### config.mk
export PLATFORM = sky130hd
export DESIGN_NAME = lift_scheduler_flat
export DESIGN_NICKNAME = d
export VERILOG_FILES = /design/src/rtl/lift_pkg.sv /design/src/rtl/lift_scheduler_if.sv /design/src/rtl/lift_tick_timer.sv /design/src/rtl/lift_scheduler.sv /design/src/flat_wrapper.sv
export SDC_FILE = /design/constraint.sdc
export NUM_CORES = 1
export LEC_CHECK = 0
export BUFFER_PORTS_ARGS = -buffer_cell sky130_fd_sc_hd__buf_2
export CAP_MARGIN = 20
export CORE_MARGIN = 2
export CORE_UTILIZATION = 58
export DETAILED_ROUTE_END_ITERATION = 10
export MAX_ROUTING_LAYER = met4
export PLACE_DENSITY = 0.78
export SLEW_MARGIN = 20
export SYNTH_ARGS = -nofsm -noshare
export SYNTH_HDL_FRONTEND = slang
export SYNTH_SLANG_ARGS = --single-unit
### constraint.sdc
create_clock -name clk -period 5.25 [get_ports clk]
set_input_delay 0 -clock clk [delete_from_list [all_inputs] [get_ports clk]]
set_output_delay 0 -clock clk [all_outputs]
set_load 0.005 [all_outputs]
### src/rtl/lift_pkg.sv
// Shared types and constants for the single-car SCAN lift scheduler.
// Call-position helpers are used by the scheduler's direction decisions.
package lift_pkg;

    localparam int MAX_FLOORS = 16;
    localparam int FLOOR_W    = 4;
    localparam int CNT_W      = 8;

    typedef enum logic [1:0] {
        IDLE      = 2'd0,
        MOVE_UP   = 2'd1,
        MOVE_DOWN = 2'd2,
        DOOR_OPEN = 2'd3
    } lift_state_e;

    localparam logic [1:0] DIR_IDLE = 2'b00;
    localparam logic [1:0] DIR_UP   = 2'b01;
    localparam logic [1:0] DIR_DOWN = 2'b10;

    function automatic logic calls_above(input logic [MAX_FLOORS-1:0] p,
                                         input logic [FLOOR_W-1:0]    f);
        logic r;
        r = 1'b0;
        for (int i = 0; i < MAX_FLOORS; i++) begin
            if (i > int'(f) && p[i]) r = 1'b1;
        end
        return r;
    endfunction

    function automatic logic calls_below(input logic [MAX_FLOORS-1:0] p,
                                         input logic [FLOOR_W-1:0]    f);
        logic r;
        r = 1'b0;
        for (int i = 0; i < MAX_FLOORS; i++) begin
            if (i < int'(f) && p[i]) r = 1'b1;
        end
        return r;
    endfunction

endpackage

### src/rtl/lift_scheduler_if.sv
// Call/pacing inputs and car status outputs of the lift scheduler.
interface lift_scheduler_if;
    import lift_pkg::*;

    logic                  tick;
    logic [MAX_FLOORS-1:0] call_req;
    logic                  door_hold;
    logic [FLOOR_W-1:0]    floor;
    logic                  door_open;
    logic [1:0]            dir;
    logic [MAX_FLOORS-1:0] pending;

    modport master (output tick, call_req, door_hold,
                    input  floor, door_open, dir, pending);
    modport slave  (input  tick, call_req, door_hold,
                    output floor, door_open, dir, pending);
endinterface

### src/rtl/lift_tick_timer.sv
// Tick-gated down counter shared by the travel and door intervals.
// done is high while the remaining count is zero.
module lift_tick_timer #(
    parameter int CNT_W = 8
) (
    input  logic             clk,
    input  logic             rst_n,
    input  logic             tick,
    input  logic             load,
    input  logic             hold,
    input  logic [CNT_W-1:0] load_val,
    output logic             done
);
    logic [CNT_W-1:0] cnt_q, cnt_d;

    // A tick coinciding with a load already counts against the new interval.
    always_comb begin
        cnt_d = cnt_q;
        if (hold) begin
            cnt_d = load_val;
        end else if (load) begin
            cnt_d = (tick && load_val != '0) ? load_val - CNT_W'(1) : load_val;
        end else if (tick && cnt_q != '0) begin
            cnt_d = cnt_q - CNT_W'(1);
        end
    end

    always_ff @(posedge clk or negedge rst_n) begin
        if (!rst_n) cnt_q <= '0;
        else        cnt_q <= cnt_d;
    end

    assign done = (cnt_q == '0);
endmodule

### src/rtl/lift_scheduler.sv
// Single-car SCAN lift scheduler. Define LIFT_DOOR_HOLD_EN to let door_hold
// keep the door open; otherwise door_hold is ignored.
//  state     | meaning
//  IDLE      | no motion, door closed, waiting for a call
//  MOVE_UP   | travelling one floor up per travel interval
//  MOVE_DOWN | travelling one floor down per travel interval
//  DOOR_OPEN | stopped at a called floor with the door open
module lift_scheduler
    import lift_pkg::*;
#(
    parameter int N_FLOORS     = 16,
    parameter int HOME_FLOOR   = 3,
    parameter int TRAVEL_TICKS = 2,
    parameter int DOOR_TICKS   = 5
) (
    input logic             clk,
    input logic             rst_n,
    lift_scheduler_if.slave bus
);
    localparam logic [FLOOR_W-1:0]    HOME       = FLOOR_W'(HOME_FLOOR);
    localparam logic [FLOOR_W-1:0]    TOP        = FLOOR_W'(N_FLOORS - 1);
    localparam logic [MAX_FLOORS-1:0] FLOOR_MASK = MAX_FLOORS'((32'd1 << N_FLOORS) - 32'd1);
    localparam logic [CNT_W-1:0]      TRAVEL_VAL = CNT_W'(TRAVEL_TICKS);
    localparam logic [CNT_W-1:0]      DOOR_VAL   = CNT_W'(DOOR_TICKS);

    lift_state_e           state_q, state_d;
    logic [FLOOR_W-1:0]    floor_q, floor_d;
    logic [1:0]            dir_q, dir_d;
    logic [1:0]            last_dir_q, last_dir_d;
    logic [MAX_FLOORS-1:0] pending_q, pending_d;

    logic [MAX_FLOORS-1:0] call_mask, clr;
    logic [CNT_W-1:0]      tmr_val;
    logic                  tmr_load, tmr_hold, tmr_done, hold_active;
    logic                  up_calls, dn_calls, here, ahead, behind, go_door, go_idle;
    logic [1:0]            go_dir, rev_dir;

`ifdef LIFT_DOOR_HOLD_EN
    assign hold_active = (state_q == DOOR_OPEN) && bus.door_hold;
`else
    assign hold_active = 1'b0;
`endif

    lift_tick_timer #(.CNT_W(CNT_W)) u_timer (
        .clk      (clk),
        .rst_n    (rst_n),
        .tick     (bus.tick),
        .load     (tmr_load),
        .hold     (tmr_hold),
        .load_val (tmr_val),
        .done     (tmr_done)
    );

    always_comb begin
        state_d    = state_q;
        floor_d    = floor_q;
        dir_d      = dir_q;
        last_dir_d = last_dir_q;
        tmr_load   = 1'b0;
        tmr_hold   = 1'b0;
        tmr_val    = TRAVEL_VAL;
        go_dir     = DIR_IDLE;
        go_door    = 1'b0;
        go_idle    = 1'b0;
        call_mask  = bus.call_req & FLOOR_MASK;

        // Decisions at the end of a travel interval look at the floor just reached.
        if (state_q == MOVE_UP && tmr_done && floor_q != TOP)
            floor_d = floor_q + FLOOR_W'(1);
        else if (state_q == MOVE_DOWN && tmr_done && floor_q != '0)
            floor_d = floor_q - FLOOR_W'(1);

        up_calls = calls_above(pending_q, floor_d);
        dn_calls = calls_below(pending_q, floor_d);
        here     = pending_q[floor_d];
        ahead    = (last_dir_q == DIR_UP) ? up_calls : dn_calls;
        behind   = (last_dir_q == DIR_UP) ? dn_calls : up_calls;
        rev_dir  = (last_dir_q == DIR_UP) ? DIR_DOWN : DIR_UP;

        case (state_q)
            IDLE: begin
                if (here)                      go_door = 1'b1;
                else if (up_calls && dn_calls) go_dir  = last_dir_q;
                else if (up_calls)             go_dir  = DIR_UP;
                else if (dn_calls)             go_dir  = DIR_DOWN;
            end
            MOVE_UP, MOVE_DOWN: begin
                if (tmr_done) begin
                    if (here)        go_door = 1'b1;
                    else if (ahead)  go_dir  = last_dir_q;
                    else if (behind) go_dir  = rev_dir;
                    else             go_idle = 1'b1;
                end
            end
            DOOR_OPEN: begin
                if (hold_active) begin
                    tmr_hold = 1'b1;
                    tmr_val  = DOOR_VAL;
                end else if (call_mask[floor_q]) begin
                    tmr_load = 1'b1;
                    tmr_val  = DOOR_VAL;
                end else if (tmr_done) begin
                    if (ahead)       go_dir  = last_dir_q;
                    else if (behind) go_dir  = rev_dir;
                    else             go_idle = 1'b1;
                end
            end
            default: go_idle = 1'b1;
        endcase

        if (go_door) begin
            state_d  = DOOR_OPEN;
            tmr_load = 1'b1;
            tmr_val  = DOOR_VAL;
            if (state_q == IDLE) dir_d = DIR_IDLE;
        end else if (go_dir == DIR_UP) begin
            state_d    = MOVE_UP;
            dir_d      = DIR_UP;
            last_dir_d = DIR_UP;
            tmr_load   = 1'b1;
        end else if (go_dir == DIR_DOWN) begin
            state_d    = MOVE_DOWN;
            dir_d      = DIR_DOWN;
            last_dir_d = DIR_DOWN;
            tmr_load   = 1'b1;
        end else if (go_idle) begin
            state_d = IDLE;
            dir_d   = DIR_IDLE;
        end

        clr       = (state_q == DOOR_OPEN || state_d == DOOR_OPEN) ?
                    (MAX_FLOORS'(1) << floor_d) : '0;
        pending_d = (pending_q | call_mask) & ~clr;
    end

    always_ff @(posedge clk or negedge rst_n) begin
        if (!rst_n) begin
            state_q    <= IDLE;
            floor_q    <= HOME;
            dir_q      <= DIR_IDLE;
            last_dir_q <= DIR_UP;
            pending_q  <= '0;
        end else begin
            state_q    <= state_d;
            floor_q    <= floor_d;
            dir_q      <= dir_d;
            last_dir_q <= last_dir_d;
            pending_q  <= pending_d;
        end
    end

    assign bus.floor     = floor_q;
    assign bus.door_open = (state_q == DOOR_OPEN);
    assign bus.dir       = dir_q;
    assign bus.pending   = pending_q;
endmodule
### src/flat_wrapper.sv
// flat-port wrapper written by rule: the top's interface ports become plain ports
module lift_scheduler_flat import lift_pkg::*;
#(
    parameter int N_FLOORS     = 16,
    parameter int HOME_FLOOR   = 3,
    parameter int TRAVEL_TICKS = 2,
    parameter int DOOR_TICKS   = 5
)
  (clk, rst_n, bus_tick, bus_call_req, bus_door_hold, bus_floor, bus_door_open, bus_dir, bus_pending);
  lift_scheduler_if bus_i ();
  input logic clk;
  input logic rst_n;
  input wire logic [$bits(bus_i.tick)-1:0] bus_tick;
  input wire logic [$bits(bus_i.call_req)-1:0] bus_call_req;
  input wire logic [$bits(bus_i.door_hold)-1:0] bus_door_hold;
  output wire logic [$bits(bus_i.floor)-1:0] bus_floor;
  output wire logic [$bits(bus_i.door_open)-1:0] bus_door_open;
  output wire logic [$bits(bus_i.dir)-1:0] bus_dir;
  output wire logic [$bits(bus_i.pending)-1:0] bus_pending;
  assign bus_i.tick = bus_tick;
  assign bus_i.call_req = bus_call_req;
  assign bus_i.door_hold = bus_door_hold;
  assign bus_floor = bus_i.floor;
  assign bus_door_open = bus_i.door_open;
  assign bus_dir = bus_i.dir;
  assign bus_pending = bus_i.pending;
  lift_scheduler #(.N_FLOORS(N_FLOORS), .HOME_FLOOR(HOME_FLOOR), .TRAVEL_TICKS(TRAVEL_TICKS), .DOOR_TICKS(DOOR_TICKS)) u_core (.clk(clk), .rst_n(rst_n), .bus(bus_i));
endmodule
======== Yosys cells after proc, flatten, opt, wreduce, memory -nomap -nowiden ========
Index checks and enable logic that the tools add are counted.
Widths: inputs -> output; s select.
operators by class
  bitwise logic cells ..................... 4
  magnitude comparators ................... 32
  equality and inequality tests ........... 9
  reduce and logical (&&, ||, !) cells .... 49
  multiplexer cells ....................... 83
  add/subtract/negate cells ............... 4
  shifts and indexed selects .............. 1
operators with widths
  kind                  count
  $mux 1                47
  $mux 2                22
  $mux 8                5
  $logic_and 1x1->1     37
  $gt 4x4->1 const A    8
  $lt 4x4->1 const A    7
  $and 16x16->16        1
  $gt 3x4->1 const A    4
  $lt 3x4->1 const A    4
  $mux 16               1
  $not 16->16           1
  $or 16x16->16         1
  $reduce_bool 8->1     2
  $shl 1x4->16 const A  1
  $sub 8x1->8 const B   2
  $lt 4x5->1 const B    2
  $bmux 1 s4            2
  $eq 2x2->1 const B    4
  $gt 2x4->1 const A    2
  $logic_not 8->1       1
  $lt 1x4->1 const A    2
  $lt 2x4->1 const A    2
  $mux 4                2
  $reduce_bool 4->1     2
  15 further kinds      20
storage, ports and cells
  register bits after elaboration ......... 34
  word-level logic and storage cells ...... 188
  input bits .............................. 20

======== Longest topological paths before layout ========
  word-level depth ........................ 37
  depth in mapped cells ................... 24

======== Hierarchy ========
Synthesis repeated with hierarchy kept, for this count alone.
second synthesis, totals
  cells, all modules ...................... 366
  area, all modules ....................... 3186.8 µm²
by module, submodules not included
  module           instances  cells an instance  area an instance (µm²)  seq. area each (µm²)
  lift_scheduler   1          266                2388.5                  654.4
  lift_tick_timer  1          100                798.3                   200.2

======== Worst setup path before layout ========
No wires, ideal clock.
  kind .................................... reg-to-reg
  start point ............................. reg u_core.floor_q[0] (netlist: u_core.bus.floor[0])
  end point ............................... reg u_core.pending_q[13] (netlist: u_core.bus.pending[13])
  library setup time ...................... 0.140 ns
  buffers on the path ..................... 2
  path slack .............................. 0.621 ns
  data arrival time ....................... 4.489 ns
  clock period less this slack ............ 4.629 ns
  stages on the path, launching flop included .. 19
  path through ............................ dfstp_2 buf_2 clkinv_1 ha_1 and3_1 a32oi_1 nand2_1 or3_1 a32oi_2 a41oi_2 o21a_1 or3_1 ha_1 buf_1 nand2b_1 nand2b_1 o211ai_1 nor2_1 a31oi_1
on the way
  cells in the longest elaborated chain, start to end .. 36
  elaborated cells on any way between the ends .. 138
  those cells by class .................... add/sub: 2; order compare: 30; eq/ne: 4; shift: 1; mux: 64; bitwise: 2; reduce/logical: 35
RTL lines
  element                                              RTL line                                     RTL
  from (decl)                                          lift_scheduler.sv:27                         logic [FLOOR_W-1:0] floor_q, floor_d;
  from (signal assigned)                               lift_scheduler.sv:145                        floor_q <= floor_d;
  branches (longest 3 deep; another with $sub 4x1->4)  -
  $mux 4 *                                             lift_scheduler.sv:68                         if (state_q == MOVE_UP && tmr_done && floor_q != TOP)
  net u_core.floor_d[1]                                lift_scheduler.sv:27
  $gt 1x4->1 / $lt 1x4->1 (equally long branches)      lift_pkg.sv:25, lift_pkg.sv:35
  $logic_and 1x1->1, on equally long branches          lift_pkg.sv:25, lift_pkg.sv:35
  $mux 1, on equally long branches (15 in series)      lift_pkg.sv:25, lift_pkg.sv:35
  $mux 1                                               lift_scheduler.sv:77                         behind = (last_dir_q == DIR_UP) ? dn_calls : up_calls;
  $mux 2 / $mux 1 (equally long branches)              lift_scheduler.sv:91, lift_scheduler.sv:104
  [6 not listed]                                       -
  $mux 2                                               lift_scheduler.sv:116                        end else if (go_dir == DIR_UP) begin
  $mux 2                                               lift_scheduler.sv:111                        if (go_door) begin
  $eq 2x2->1                                           lift_scheduler.sv:131                        clr = (state_q == DOOR_OPEN || state_d == DOOR_OPEN) ?
  $logic_or 1x1->1                                     lift_scheduler.sv:131
  $mux 16 *                                            lift_scheduler.sv:131
  $not 16->16 *                                        lift_scheduler.sv:133                        pending_d = (pending_q | call_mask) & ~clr;
  $and 16x16->16 *                                     lift_scheduler.sv:133
  net u_core.pending_d[13]                             lift_scheduler.sv:30                         logic [MAX_FLOORS-1:0] pending_q, pending_d;
  to (signal assigned)                                 lift_scheduler.sv:148                        pending_q <= pending_d;
  to (decl)                                            lift_scheduler.sv:30
Mark *: on every way through the listed nets, which the timed path passes. The select of a mux whose other input is x is not followed.
A chain may end at the register's enable or synchronous reset.

======== Worst setup path after layout ========
  start point ............................. reg u_core.floor_q[1] (netlist: u_core.bus.floor[1])
  end point ............................... reg u_core.pending_q[13] (netlist: u_core.bus.pending[13])
on the way
  cells in the longest elaborated chain, start to end .. 36
  elaborated cells on any way between the ends .. 138
  those cells by class .................... add/sub: 2; order compare: 30; eq/ne: 4; shift: 1; mux: 64; bitwise: 2; reduce/logical: 35
RTL lines
  element                                               RTL line
  branches (longest 33 deep; another with $sub 4x1->4)  -
  $mux 16 *                                             lift_scheduler.sv:131
  $not 16->16 *                                         lift_scheduler.sv:133
  $and 16x16->16 *                                      lift_scheduler.sv:133
  net u_core.pending_d[13]                              lift_scheduler.sv:30
Marks and branches as above.

==> flow_metrics.tcl <==
set metrics [dict create \
    dp.cells 429 \
    cts_sinks 34 \
    die_y_um 75.5 \
    ioPinCount 43 \
    crit_type "reg -> reg" \
    tightest_slew_ns 0.784 \
    final_area_sq_um 3340 \
    synth_ff_type "dfrtp_1" \
    syn_inst 327 \
    power_density_nw_per_um2 644 \
    dr.max_layer_used "met4" \
    reg2regPathDepth 16 \
    drive_gt1_share_pct 27.3 \
    hold_start "bus_call_req[13]" \
    yosys-top-cells-count "dfrtp_1 (31), nor2_1 (29), nand2_1 (25), a31oi_1 (20)" \
    met2_length_mm 3.90 \
    firstDrtPassIters 5 \
    timing.critical_path.arrival_ns 5.15 \
    holdWs_ns 0.0244 \
    wl_met3_um 780 \
    drt-met1-wl_mm 3.50 \
    h-tree-depth 2 \
    r2r_end "u_core.bus.pending[13]$_DFF_PN0_" \
    crit_path_end_kind "flop" \
    critPathRequiredTime_ns 5.40 \
    routed-via-count 2985 \
    status "completed" \
    grt_pass1_vias 2762 \
    grt_max_degree 35 \
    design.core.area_sq_um 5010 \
    dp_hpwl_mm 6.13 \
    slowest_delay_ns 0.73 \
    start_kind "flop" \
    hold_depth 3 \
    synth_cell_type_count 78 \
    yosysSeqAreaShare_pct 28.9 \
    grtUsageTotal_pct 32.0 \
    timing.final.crit_period_ns 5.00 \
    clk_pin_slew_worst_paths_ns 0.07 \
    avgSynthCellArea_sq_um 9.06 \
    cp_slowest_cell "dfstp_2" \
    setup_viol 0 \
    cts_tree "yes" \
    gp_congestion 0.986 \
    p_leak_uw 0.00131 \
    io_buffers 41 \
    drv_slew 0 \
    r2r-start "u_core.bus.floor[1]$_DFF_PN1_" \
    grt_antenna_before_repair 0 \
    worst_slew_margin_rel_pct 47.5 \
    min_path_type "in -> reg" \
    clock_skew_ns 0.00452 \
    synthTopCellsByArea "dfrtp_1 (26%), mux4_2 (5.3%), ha_1 (5.1%)" \
    drc 0 \
    start_util_pct 59.1 \
    rows 26 \
    synth_fp_nets 359 \
    syn_to_final_growth_pct 12.8 \
    avgViaCountPerCell 6.78 \
    cts_buffers 5 \
    fin_cells 440 \
    cts_buffer_depth 2 \
    yosysWarnings 0 \
    yosysTopAreaCellShare_pct 26.2 \
    critPathMaxFanout 14 \
    fin_ws_ns 0.248 \
    drt_wl_total_mm 8.38 \
    yosysMostFrequentCell "dfrtp_1" \
    diodes 0 \
    max_freq_mhz 200 \
    grt_pass1_wl_mm 13.6 \
    cp_top_family "compound AO/OA/AOI/OAI gates" \
    drt-wirelength-per-cell_um 19.0 \
    rrSetupSlack_ns 0.25 \
    async_flop_share_pct 100 \
    holdPathEnd "u_core.bus.pending[13]$_DFF_PN0_" \
    cts_root_buf "clkbuf_8" \
    netlist.top_cell.by_area "dfrtp_1" \
    ir_drop_v 0.000310 \
    clk_latency_ns 0.29 \
    die-area_sq_um 5690 \
    globalRoute.totalOverflow 0 \
    netlist_area_sq_um 2960 \
    die_w_um 75.5 \
    hold_viol_final 0 \
    setup_tns_ns 0 \
    synth_edf_count 0 \
    ant_nets 0 \
    dpl_cell_area_sq_um 3200 \
    nets 401 \
    pre_cts_ws_ns 0.312 \
    ys_ff_latch 34 \
    cp_cell_sequence "ha_1 -> nand3_1 -> o211ai_1 -> nor2_4 -> xnor2_2 -> mux4_2 -> a32oi_2 -> a41oi_2 -> o21a_1 -> or3_1 -> ha_1 -> nand2b_1 -> nand2b_1 -> o211ai_1 -> nor2_2 -> a31oi_1" \
    period_share_pct 95.3 \
    maxCapViolations 0 \
    initialDrtViolationCount 450 \
    path_buf_inv 0 \
]
[layout make-up]
class                   instances  area (sq um)
fillers                       422          1670
clock buffers                   8          90.1
well taps                      70          87.6
inverters                      17          66.3
multi-input cells             259          1950
flip-flops and latches         34           855
repair buffers                 52           293
[flip-flops by register name, indices dropped and copies added, names as in the netlist]
name                  cells
u_core.u_timer.cnt_q      8
u_core.bus.dir            2
u_core.bus.pending       16
u_core.last_dir_q         2
u_core.bus.floor          4
u_core.state_q            2
[layer usage]
metal  global-route usage, %  vias up
met1                    45.4     1408
met5                       -        -
li1                        -     1357
met2                    46.4      188
met4                    11.9        0
met3                    4.89       32
[power by group]
part	total [uW]	internal (uW)	switching (uW)	leakage, uW
logic	1420	570	850	0.000890
registers	526	363	163	0.000371
clock network	204	107	97.3	0.0000455
total	2150	1040	1110	0.00131
[worst max-delay path by stage]
stage | from | to | slack (ns) | cells past startpoint
finish | u_core.bus.floor[1]$_DFF_PN1_ | u_core.bus.pending[13]$_DFF_PN0_ | 0.25 | 16
global route | u_core.bus.floor[1]$_DFF_PN1_ | u_core.bus.pending[5]$_DFF_PN0_ | -0.01 | 16
CTS | u_core.bus.floor[1]$_DFF_PN1_ | u_core.bus.pending[5]$_DFF_PN0_ | 0.27 | 16
detailed placement | u_core.bus.floor[1]$_DFF_PN1_ | u_core.bus.pending[5]$_DFF_PN0_ | 0.31 | 16
global placement | u_core.bus.floor[1]$_DFF_PN1_ | u_core.bus.pending[5]$_DFF_PN0_ | 0.44 | 16
floorplan | u_core.bus.floor[0]$_DFF_PN1_ | u_core.bus.pending[13]$_DFF_PN0_ | 0.62 | 18
[stage by stage]
step / total power (uW) / util (%)
floorplan: 1530 / -
global placement: 1850 / 63.9
detailed placement: 1880 / 63.9
CTS: 2090 / 66.1
global route: 2310 / 66.7
finish: 2150 / 66.7
[worst reg2reg max path, cell delays in order (launching register included)]
cell      delay, ns
dfstp_2        0.73
ha_1           0.29
nand3_1        0.20
o211ai_1       0.39
nor2_4         0.07
xnor2_2        0.28
mux4_2         0.58
a32oi_2        0.29
a41oi_2        0.23
o21a_1         0.17
or3_1          0.36
ha_1           0.33
nand2b_1       0.20
nand2b_1       0.07
o211ai_1       0.24
nor2_2         0.31
a31oi_1        0.12
[placed cells by master (no fill, tap or decap), drive strengths merged, types with 4 or more instances in the layout]
cell and instances:
inv 16, o21ai 13, dfrtp 31, ha 12, or3 5, o21a 5, nor3 7, nor4 4
o31ai 6, nand2 28, a32oi 5, a21oi 15, a31oi 20, clkbuf 8, xnor2 5, nand3 7
o22ai 5, nor2 33, a211oi 8, buf 50, o32ai 15, a21boi 5, o211ai 5, mux4 7
[timing repair]
action,4_1_cts,5_1_grt
endpoints found under the hold margin,32,0
setup endpoints to repair,0,16
gates resized for setup,0,7
hold buffers,2,0
setup buffers,0,1
[cells by family after synthesis]
group | count (synthesis) | synth area share, %
compound gates | 123 | 31.6
simple gates | 107 | 19.8
buf+inv | 34 | 6.00
flops | 34 | 28.9
fa+ha+maj | 13 | 5.45
xor+xnor | 8 | 2.62
mux | 8 | 5.70
(Power assumes the default switching activity.)
